===== config.mk =====
export PLATFORM = sky130hd
export DESIGN_NAME = frame_record_pp_flat
export DESIGN_NICKNAME = d
export VERILOG_FILES = /design/src/rtl/frame_record_pkg.sv /design/src/rtl/frame_record_pp_if.sv /design/src/rtl/frame_addr_gen.sv /design/src/rtl/frame_record_pp.sv /design/src/flat_wrapper.sv
export SDC_FILE = /design/constraint.sdc
export NUM_CORES = 1
export LEC_CHECK = 0
export CORE_MARGIN = 2
export CORE_UTILIZATION = 48
export DETAILED_ROUTE_END_ITERATION = 8
export GPL_ROUTABILITY_DRIVEN = 0
export PLACE_DENSITY = 0.91
export SETUP_SLACK_MARGIN = 0.05
export SLEW_MARGIN = 25
export SYNTH_ARGS = -nofsm -noshare
export SYNTH_HDL_FRONTEND = slang
export SYNTH_SLANG_ARGS = --single-unit

===== constraint.sdc =====
create_clock -name pclock -period 5.1 [get_ports pclock]
set_input_delay 1.02 -clock pclock [delete_from_list [all_inputs] [get_ports pclock]]
set_output_delay 1.02 -clock pclock [all_outputs]
set_load 0.02 [all_outputs]

===== src/rtl/frame_record_pkg.sv =====
// rtl/frame_record_pkg.sv - shared states and geometry helpers for the ping-pong frame recorder
package frame_record_pkg;

  typedef enum logic [1:0] {
    ST_IDLE     = 2'd0,
    ST_WAIT_SOF = 2'd1,
    ST_CAPTURE  = 2'd2
  } state_t;

  function automatic int frame_words(input int x, input int y);
    return x * y;
  endfunction

  // True when ADDR_W can address both frame banks without wrapping.
  function automatic bit addr_w_fits(input int addr_w, input int x, input int y);
    longint cap;
    cap = longint'(1) << addr_w;
    return cap >= longint'(2) * longint'(x) * longint'(y);
  endfunction

endpackage


===== src/rtl/frame_record_pp_if.sv =====
// rtl/frame_record_pp_if.sv - pixel-word input strobes and frame-buffer RAM write port
interface frame_record_pp_if #(
  parameter int DATA_W = 64,
  parameter int ADDR_W = 20
);
  logic              record;
  logic              end_line;
  logic              end_frame;
  logic [DATA_W-1:0] data_in;
  logic [ADDR_W-1:0] write_addr;
  logic              we;
  logic [DATA_W-1:0] data_out;

  modport master (
    output record, end_line, end_frame, data_in,
    input  write_addr, we, data_out
  );

  modport slave (
    input  record, end_line, end_frame, data_in,
    output write_addr, we, data_out
  );
endinterface


===== src/rtl/frame_addr_gen.sv =====
// rtl/frame_addr_gen.sv - line/word counters, row mapping and registered RAM write stage
module frame_addr_gen
  import frame_record_pkg::*;
#(
  parameter int DATA_W    = 64,
  parameter int X_COUNT   = 240,
  parameter int Y_COUNT   = 1920,
  parameter int BOTTOM_UP = 1,
  parameter int ADDR_W    = 20
) (
  input  logic              pclock,
  input  logic              reset,
  input  logic              capture,
  input  logic              start,
  input  logic              record,
  input  logic              end_line,
  input  logic              end_frame,
  input  logic [DATA_W-1:0] data_in,
  input  logic              wr_bank,
  output logic [ADDR_W-1:0] write_addr,
  output logic              we,
  output logic [DATA_W-1:0] data_out,
  output logic              drop,
  output logic              last_line
);

  localparam int XC_W = $clog2(X_COUNT + 1);
  localparam int LC_W = $clog2(Y_COUNT + 1);
  localparam logic [XC_W-1:0]   X_MAX    = XC_W'(X_COUNT);
  localparam logic [LC_W-1:0]   Y_MAX    = LC_W'(Y_COUNT);
  localparam logic [LC_W-1:0]   Y_LAST   = LC_W'(Y_COUNT - 1);
  localparam logic [ADDR_W-1:0] BANK_OFF = ADDR_W'(frame_words(X_COUNT, Y_COUNT));

  logic [XC_W-1:0]   xc;
  logic [LC_W-1:0]   lc;
  logic              in_range;
  logic              wr_ok;
  logic [ADDR_W-1:0] lc_a;
  logic [ADDR_W-1:0] row;
  logic [ADDR_W-1:0] addr;

  assign in_range  = (xc < X_MAX) && (lc < Y_MAX);
  assign wr_ok     = capture && record && in_range;
  assign drop      = capture && record && !in_range;
  assign last_line = capture && (lc == Y_LAST);

  // Row is only meaningful while lc < Y_COUNT; the wrapped value is never written.
  assign lc_a = ADDR_W'(lc);
  assign row  = (BOTTOM_UP != 0) ? (ADDR_W'(Y_COUNT - 1) - lc_a) : lc_a;
  assign addr = (wr_bank ? BANK_OFF : '0) + row * ADDR_W'(X_COUNT) + ADDR_W'(xc);

  // The word on a strobe cycle uses the pre-strobe counters; strobes then win over xc++.
  always_ff @(posedge pclock) begin
    if (reset) begin
      xc <= '0;
      lc <= '0;
    end else if (start || (capture && end_frame)) begin
      xc <= '0;
      lc <= '0;
    end else if (capture && end_line) begin
      xc <= '0;
      if (lc != Y_MAX) lc <= lc + LC_W'(1);
    end else if (wr_ok) begin
      xc <= xc + XC_W'(1);
    end
  end

  always_ff @(posedge pclock) begin
    if (reset) begin
      we         <= 1'b0;
      write_addr <= '0;
      data_out   <= '0;
    end else begin
      we <= wr_ok;
      if (wr_ok) begin
        write_addr <= addr;
        data_out   <= data_in;
      end
    end
  end

endmodule


===== src/rtl/frame_record_pp.sv =====
// rtl/frame_record_pp.sv - ping-pong frame recorder: capture FSM, bank swap, overflow and frame-done
module frame_record_pp
  import frame_record_pkg::*;
#(
  parameter int DATA_W    = 64,
  parameter int X_COUNT   = 240,
  parameter int Y_COUNT   = 1920,
  parameter int BOTTOM_UP = 1,
  parameter int ADDR_W    = 20
) (
  input  logic              pclock,
  input  logic              reset,
  input  logic              arm,
  input  logic              continuous,
  frame_record_pp_if.slave  bus,
  output logic              wr_bank,
  output logic              rd_bank,
  output logic              frame_done,
  output logic              busy,
  output logic              last_line,
  output logic              overflow
);

  generate
    if (!addr_w_fits(ADDR_W, X_COUNT, Y_COUNT)) begin : g_addr_w_check
      $error("frame_record_pp: ADDR_W too narrow for two frame banks");
    end
  endgenerate

  state_t state;
  state_t state_nx;
  logic   capture;
  logic   start;
  logic   arm_ok;
  logic   drop;

  assign capture = (state == ST_CAPTURE);
  assign start   = (state == ST_WAIT_SOF) && bus.end_frame;
  assign arm_ok  = (state == ST_IDLE) && arm;
  assign busy    = (state != ST_IDLE);

  always_ff @(posedge pclock) begin
    if (reset) state <= ST_IDLE;
    else       state <= state_nx;
  end

  always_comb begin
    state_nx = state;
    case (state)
      ST_IDLE:     if (arm) state_nx = ST_WAIT_SOF;
      ST_WAIT_SOF: if (bus.end_frame) state_nx = ST_CAPTURE;
      ST_CAPTURE:  if (bus.end_frame) state_nx = continuous ? ST_CAPTURE : ST_IDLE;
      default:     state_nx = ST_IDLE;
    endcase
  end

  // Banks swap on the same edge that raises frame_done, so readout can start immediately.
  always_ff @(posedge pclock) begin
    if (reset) begin
      wr_bank    <= 1'b0;
      rd_bank    <= 1'b0;
      frame_done <= 1'b0;
    end else begin
      frame_done <= capture && bus.end_frame;
      if (capture && bus.end_frame) begin
        rd_bank <= wr_bank;
        wr_bank <= ~wr_bank;
      end
    end
  end

  always_ff @(posedge pclock) begin
    if (reset)       overflow <= 1'b0;
    else if (arm_ok) overflow <= 1'b0;
    else if (drop)   overflow <= 1'b1;
  end

  frame_addr_gen #(
    .DATA_W    (DATA_W),
    .X_COUNT   (X_COUNT),
    .Y_COUNT   (Y_COUNT),
    .BOTTOM_UP (BOTTOM_UP),
    .ADDR_W    (ADDR_W)
  ) u_addr_gen (
    .pclock     (pclock),
    .reset      (reset),
    .capture    (capture),
    .start      (start),
    .record     (bus.record),
    .end_line   (bus.end_line),
    .end_frame  (bus.end_frame),
    .data_in    (bus.data_in),
    .wr_bank    (wr_bank),
    .write_addr (bus.write_addr),
    .we         (bus.we),
    .data_out   (bus.data_out),
    .drop       (drop),
    .last_line  (last_line)
  );

endmodule


===== src/flat_wrapper.sv =====
// flat-port wrapper written by rule: the top's interface ports become plain ports
module frame_record_pp_flat import frame_record_pkg::*;
#(
  parameter int DATA_W    = 64,
  parameter int X_COUNT   = 240,
  parameter int Y_COUNT   = 1920,
  parameter int BOTTOM_UP = 1,
  parameter int ADDR_W    = 20
)
  (pclock, reset, arm, continuous, wr_bank, rd_bank, frame_done, busy, last_line, overflow, bus_record, bus_end_line, bus_end_frame, bus_data_in, bus_write_addr, bus_we, bus_data_out);
  frame_record_pp_if #(.DATA_W(DATA_W), .ADDR_W(ADDR_W)) bus_i ();
  input  logic pclock;
  input  logic reset;
  input  logic arm;
  input  logic continuous;
  output logic wr_bank;
  output logic rd_bank;
  output logic frame_done;
  output logic busy;
  output logic last_line;
  output logic overflow;
  input wire logic [$bits(bus_i.record)-1:0] bus_record;
  input wire logic [$bits(bus_i.end_line)-1:0] bus_end_line;
  input wire logic [$bits(bus_i.end_frame)-1:0] bus_end_frame;
  input wire logic [$bits(bus_i.data_in)-1:0] bus_data_in;
  output wire logic [$bits(bus_i.write_addr)-1:0] bus_write_addr;
  output wire logic [$bits(bus_i.we)-1:0] bus_we;
  output wire logic [$bits(bus_i.data_out)-1:0] bus_data_out;
  assign bus_i.record = bus_record;
  assign bus_i.end_line = bus_end_line;
  assign bus_i.end_frame = bus_end_frame;
  assign bus_i.data_in = bus_data_in;
  assign bus_write_addr = bus_i.write_addr;
  assign bus_we = bus_i.we;
  assign bus_data_out = bus_i.data_out;
  frame_record_pp #(.DATA_W(DATA_W), .X_COUNT(X_COUNT), .Y_COUNT(Y_COUNT), .BOTTOM_UP(BOTTOM_UP), .ADDR_W(ADDR_W)) u_core (.pclock(pclock), .reset(reset), .arm(arm), .continuous(continuous), .bus(bus_i), .wr_bank(wr_bank), .rd_bank(rd_bank), .frame_done(frame_done), .busy(busy), .last_line(last_line), .overflow(overflow));
endmodule

Word-level counts from Yosys, hierarchy flattened:

Index checks and enable logic that the tools add are counted.

* input bits: 71
* flip-flop bits (word level): 110
* output and inout port bits: 91

* $mul: 1
* add/sub/neg operators: 5
* magnitude comparators: 2
* reduce and logical (&&, ||, !) cells: 18
* muxes and demuxes: 6
* bitwise logic cells: 1
* eq/ne operators: 7

Operator list (count)
* 19-bit by 20-bit adder with 20-bit output: 1
* 20-bit by 8-bit adder with 20-bit output: 1
* 20-bit by 4-bit multiplier with 16-bit output (second input constant): 1
* 19-bit two-way mux: 1
* 11-bit by 11-bit subtractor with 12-bit output (first input constant): 1
* 11-bit by 1-bit adder with 11-bit output (second input constant): 1
* 11-bit == test (second input constant): 1
* 11-bit < comparator (second input constant): 1
* 11-bit inequality test (second input constant): 1
* 1-bit logical AND: 9
* 8-bit by 1-bit adder with 8-bit output (second input constant): 1
* 8-bit < comparator (second input constant): 1
* 2-bit two-way mux: 4
* 2-bit inequality test (second input constant): 3
* 2-bit one-hot mux with 3 select lines: 1
* 2-bit OR reduction: 2
* 3-bit AND reduction: 1
* 3-bit OR reduction: 1
* 2-bit by 1-bit == test with 1-bit output (second input constant): 1
* 2-bit == test (second input constant): 1
* 2-bit logical NOT: 1
* 2-bit AND reduction: 1
* 2-bit nonzero test: 1
* 1-bit logical NOT: 1
* other kinds (2): 2

Logic depth before layout (Yosys ltp):

* depth after elaboration: 4
* mapped depth: 19
* gate-level depth less buffers: 19

Hierarchy:

Synthesis repeated with hierarchy kept, for this count alone.

* cells, all modules: 725
* area, all modules: 5863.1 um2

Modules (own cells, without submodules)
* frame_addr_gen: cells each 699, sequential area each 2082.0 um2, instances 1, area each 5635.4 um2
* frame_record_pp: cells each 26, sequential area each 120.1 um2, instances 1, area each 227.7 um2

Worst setup path after synthesis:

OpenSTA, ideal clock, no wires.

* path type: register to register
* start point: register u_core.u_addr_gen.lc[1]
* end point: register u_core.u_addr_gen.write_addr[19]
* setup time: 103 ps
* buffers on the path: 0
* clock period less this slack: 4511 ps
* arrival time: 4407 ps
* required time: 4997 ps
* path slack: 589 ps
* cell stages (with the launch flop): 20
* path through: dfxtp_1 inv_1 fa_1 inv_1 fa_1 inv_1 ha_1 and2b_1 o221a_2 o211ai_1 a21oi_1 o21ai_0 a21bo_2 or4b_1 o311ai_0 ha_1 o21a_1 nor2_1 a2111oi_2 a2111oi_2

* cells in the longest elaborated chain, start to end: 4

Ends and longest elaborated chain
* start: declaration: RTL line frame_addr_gen.sv:35 `logic [LC_W-1:0] lc;`
* start signal: assignment: RTL line frame_addr_gen.sv:62 `if (lc != Y_MAX) lc <= lc + LC_W'(1);`
* 11-bit by 11-bit subtractor with 12-bit output: RTL line frame_addr_gen.sv:49 `assign row = (BOTTOM_UP != 0) ? (ADDR_W'(Y_COUNT - 1) - lc_a) : lc_a;`
* 20-bit by 4-bit multiplier with 16-bit output: RTL line frame_addr_gen.sv:50 `assign addr = (wr_bank ? BANK_OFF : '0) + row * ADDR_W'(X_COUNT) + ADDR_W'(xc);`
* 19-bit by 20-bit adder with 20-bit output: RTL line frame_addr_gen.sv:50
* 20-bit by 8-bit adder with 20-bit output: RTL line frame_addr_gen.sv:50
* end signal: assignment: RTL line frame_addr_gen.sv:76 `write_addr <= addr;`
* end: declaration: RTL line frame_addr_gen.sv:20 `output logic [ADDR_W-1:0] write_addr,`

Several ways; a longest one is shown, not always the timed one.
A chain may end at the register's enable or synchronous reset.

Worst setup path after layout:

Ends and elaborated chain as after synthesis.

==> flow_summary_export.csv <==
group,metric,value,unit
floorplanning,core,11860,um2
floorplanning,die_area,12890,um2
yosys,synth_compound_area_share,14.94,%
timing,fmax,0.2105,GHz
timing,finalHoldViolations,0,
grt,grt_pass1_vias,4803,
routing,drc,0,
yosys,synthMuxAreaShare,0.6950,%
power_and_ir_drop,finalPower,1.738,mW
placement,hpwlAfterDp,10.36,mm
critical_path,cp-end-kind,"flip-flop",
timing,period_needed,4.750,ns
final_layout,finalNetCount,967,
yosys,ys.flop_type,"dfxtp_1",
final_layout,diodes,0,
final_layout,fill_cells,930,
yosys,synth-seq-area-share,38.23,%
job,drv_cap,0,
yosys,synthCells,694,
yosys,synth.avg_cell_area,8.300,um2
yosys,synth_area,5761,um2
routing,ant_nets,0,
yosys,synth_top_family_by_area,"simple AND/OR/NAND/NOR gates",
power_and_ir_drop,power.density,223.7,nW/um2
power_and_ir_drop,p_leak,2.966,nW
yosys,ys_types,52,
yosys,synthSimpleGateAreaFrac,18.94,%
grt,grt.overflow.total,0,
timing,fin_worst_skew,0.008619,ns
critical_path,rr_startpoint,"u_core.u_addr_gen.lc[1]",
routing,vias_per_cell,5.090,
power_and_ir_drop,ir_worst_vdd,0.0001789,V
floorplanning,fp.dieH,113.6,um
worst_hold_path,holdPathStages,2,
clocking,clock-root-buffer,"clkbuf_16",
critical_path,worstSetupStartpointType,"flip-flop",
floorplanning,rows,40,
yosys,synth_seq_cells,110,
timing,tns,0,ns
clocking,clk_latency,0.34,ns
status,outcome,"complete, no violations",
yosys,synth_edf_count,0,
timing,relSlewSlack,43.37,%
yosys,async_flop_share,0,%
floorplanning,die_x,113.6,um
final_layout,areaGrowthSynthToFinish,34.93,%
yosys,ys_warn_count,0,
yosys,synth-xor-area-share,6.842,%
yosys,synth_nets,823,
critical_path,worst_ep_arrival_time,4.99,ns
yosys,yosys.area_share.adder,15.07,%
clocking,cts_buffer_depth,2,
critical_path,reg2reg_to,"u_core.u_addr_gen.write_addr[19]",
grt,grt_usage,21.58,%
timing,finalCritPeriodShare,93.14,%
routing,drt_iter0_drc,322,
worst_hold_path,worst_hold_path_type,"flip-flop to flip-flop",
timing,setup_violations,0,
critical_path,worstSetupPathType,"flip-flop to flip-flop",
routing,drt_first_pass_iters,4,
floorplanning,pin_count,162,
critical_path,cp_max_fo,5,
routing,drt_wl_total,14.08,mm
clocking,cts.sinks,110,
grt,grt_max_degree,66,
clocking,cts_tree,"yes",
timing,slew_viol_final,0,
clocking,clk_pin_slew,0.08,ns
timing,worstMarginPinSlew,0.8469,ns
floorplanning,start_util,48.57,%
worst_hold_path,min_to,"u_core.u_addr_gen.write_addr[13]",
routing,wl_per_cell,14.22,um
clocking,htree_levels,3,
final_layout,multi_input_area,3262,um2
final_layout,drive_gt1_share,5.338,%
routing,vias,5039,
critical_path,rr_worst_depth,19,
critical_path,required,5.34,ns
final_layout,final_core_util,65.53,%
grt,antenna_found_initial,0,
placement,numPortBuffers,161,
worst_hold_path,worstHoldStart,"u_core.u_addr_gen.write_addr[13]",
critical_path,ff2ff_setup_slack,0.35,ns
final_layout,regArea,2208,um2
grt,grt_pass1_wl,22.86,mm
timing,rsz0062_at_grt,"no",
clocking,cts_buffers,9,
-- cells in the final DEF, fill, tap and decap left out, drive strengths merged, types with 10 or more instances in the layout --
master,instances
inv,51
a21oi,86
nor2,41
fa,19
ha,39
clkdlybuf4s50,160
nand2,169
nand3,15
xor2,18
dfxtp,110
a21o,10
xnor2,27
-- cell usage after synthesis (4+ instances only) --
cell,n,area share (%)
nand2_1,169,11
dfxtp_1,110,38
a21oi_1,86,7.5
inv_1,47,3.1
nor2_1,40,2.6
ha_1,39,8.5
clkbuf_1,28,1.8
xnor2_1,27,4.1
fa_1,19,6.6
xor2_1,18,2.7
nand3_1,14,1.2
o21ai_0,9,0.78
a211oi_1,8,1.0
a21o_1,8,1.0
nand4_1,7,0.76
nor3_1,6,0.52
mux2i_1,4,0.70
-- worst max-delay path, stage by stage (launching register included) --
cell and delay (ns):
dfxtp_2 0.38, inv_1 0.09, fa_1 0.53, inv_1 0.05, fa_1 0.49, inv_1 0.04, ha_1 0.33, and2b_1 0.19
o221a_2 0.28, o211ai_1 0.23, a21oi_1 0.11, o21ai_1 0.17, a21bo_2 0.17, or4b_1 0.46, o311ai_0 0.13, ha_1 0.32
o21a_1 0.11, nor2_1 0.14, a2111oi_2 0.08, a2111oi_2 0.35
-- layer usage --
metal	vias up	track usage, %	wire length (um)
met2	129	38.16	7077
met1	2321	25.77	5894
met4	0	6.911	298
met3	23	5.367	808
met5	-	0	0
li1	2566	-	-
-- sequential cells by signal, summed over array words and instances, names as in the netlist --
signal                        cells
u_core.u_addr_gen.data_out       64
u_core.state                      2
u_core.u_addr_gen.we              1
u_core.overflow                   1
u_core.wr_bank                    1
u_core.u_addr_gen.lc             11
u_core.u_addr_gen.write_addr     20
u_core.frame_done                 1
u_core.u_addr_gen.xc              8
u_core.rd_bank                    1
-- kinds of logic (layout without fill, tap and decap cells) --
| family | count (synthesis) | count (layout) |
|---|---|---|
| compound gates | 138 | 138 |
| xor+xnor | 45 | 45 |
| fa+ha+maj | 58 | 58 |
| buf+inv | 80 | 229 |
| flops | 110 | 110 |
| mux | 4 | 4 |
| simple gates | 259 | 259 |
-- how the worst max path moves through the flow --
stage / depth (start not counted) / to / from / slack (ns)
global route: 16 / u_core.u_addr_gen.write_addr[19] / u_core.u_addr_gen.lc[8] / 0.07
detailed placement: 19 / u_core.u_addr_gen.write_addr[19] / u_core.u_addr_gen.lc[2] / 0.21
finish: 19 / u_core.u_addr_gen.write_addr[19] / u_core.u_addr_gen.lc[1] / 0.35
global placement: 19 / u_core.u_addr_gen.write_addr[19] / u_core.u_addr_gen.lc[2] / 0.37
CTS: 19 / u_core.u_addr_gen.write_addr[19] / u_core.u_addr_gen.lc[2] / 0.16
floorplan: 19 / u_core.u_addr_gen.write_addr[19] / u_core.u_addr_gen.lc[1] / 0.59
-- through the flow --
step,cells,worst slack (ns),cell area (um2),hold slack (ns)
5_1_grt,990,0.06685,7772,0.4686
4_1_cts,990,0.1649,7766,0.4559
3_3_place_gp,974,0.3747,7468,0.4396
3_5_place_dp,974,0.2107,7468,0.4452
6_report,990,0.3499,7772,0.4529
2_1_floorplan,694,0.5893,5761,0.4616
-- timing repair --
item,in CTS,in global routing
buffers inserted,0,0
endpoints found under the setup margin,0,1
hold buffers,0,0
gates resized for setup,0,10
-- layout make-up --
| cell class | instances | share of cell area, % |
|---|---|---|
| Timing Repair Buffer | 166 | 21.15 |
| Sequential cell | 110 | 28.41 |
| Inverter | 47 | 2.270 |
| Clock inverter | 7 | 0.9337 |
| Clock buffer | 9 | 2.898 |
| Tap cell | 147 | 2.366 |
| Multi-Input combinational cell | 504 | 41.97 |
-- power breakdown --
part           switching [mW]  internal [mW]  leakage, nW
combinational          0.0760         0.0882         1.93
clock                   0.348          0.348        0.143
sequential            0.00821          0.870        0.890
Power figures use the tool's default switching activity.
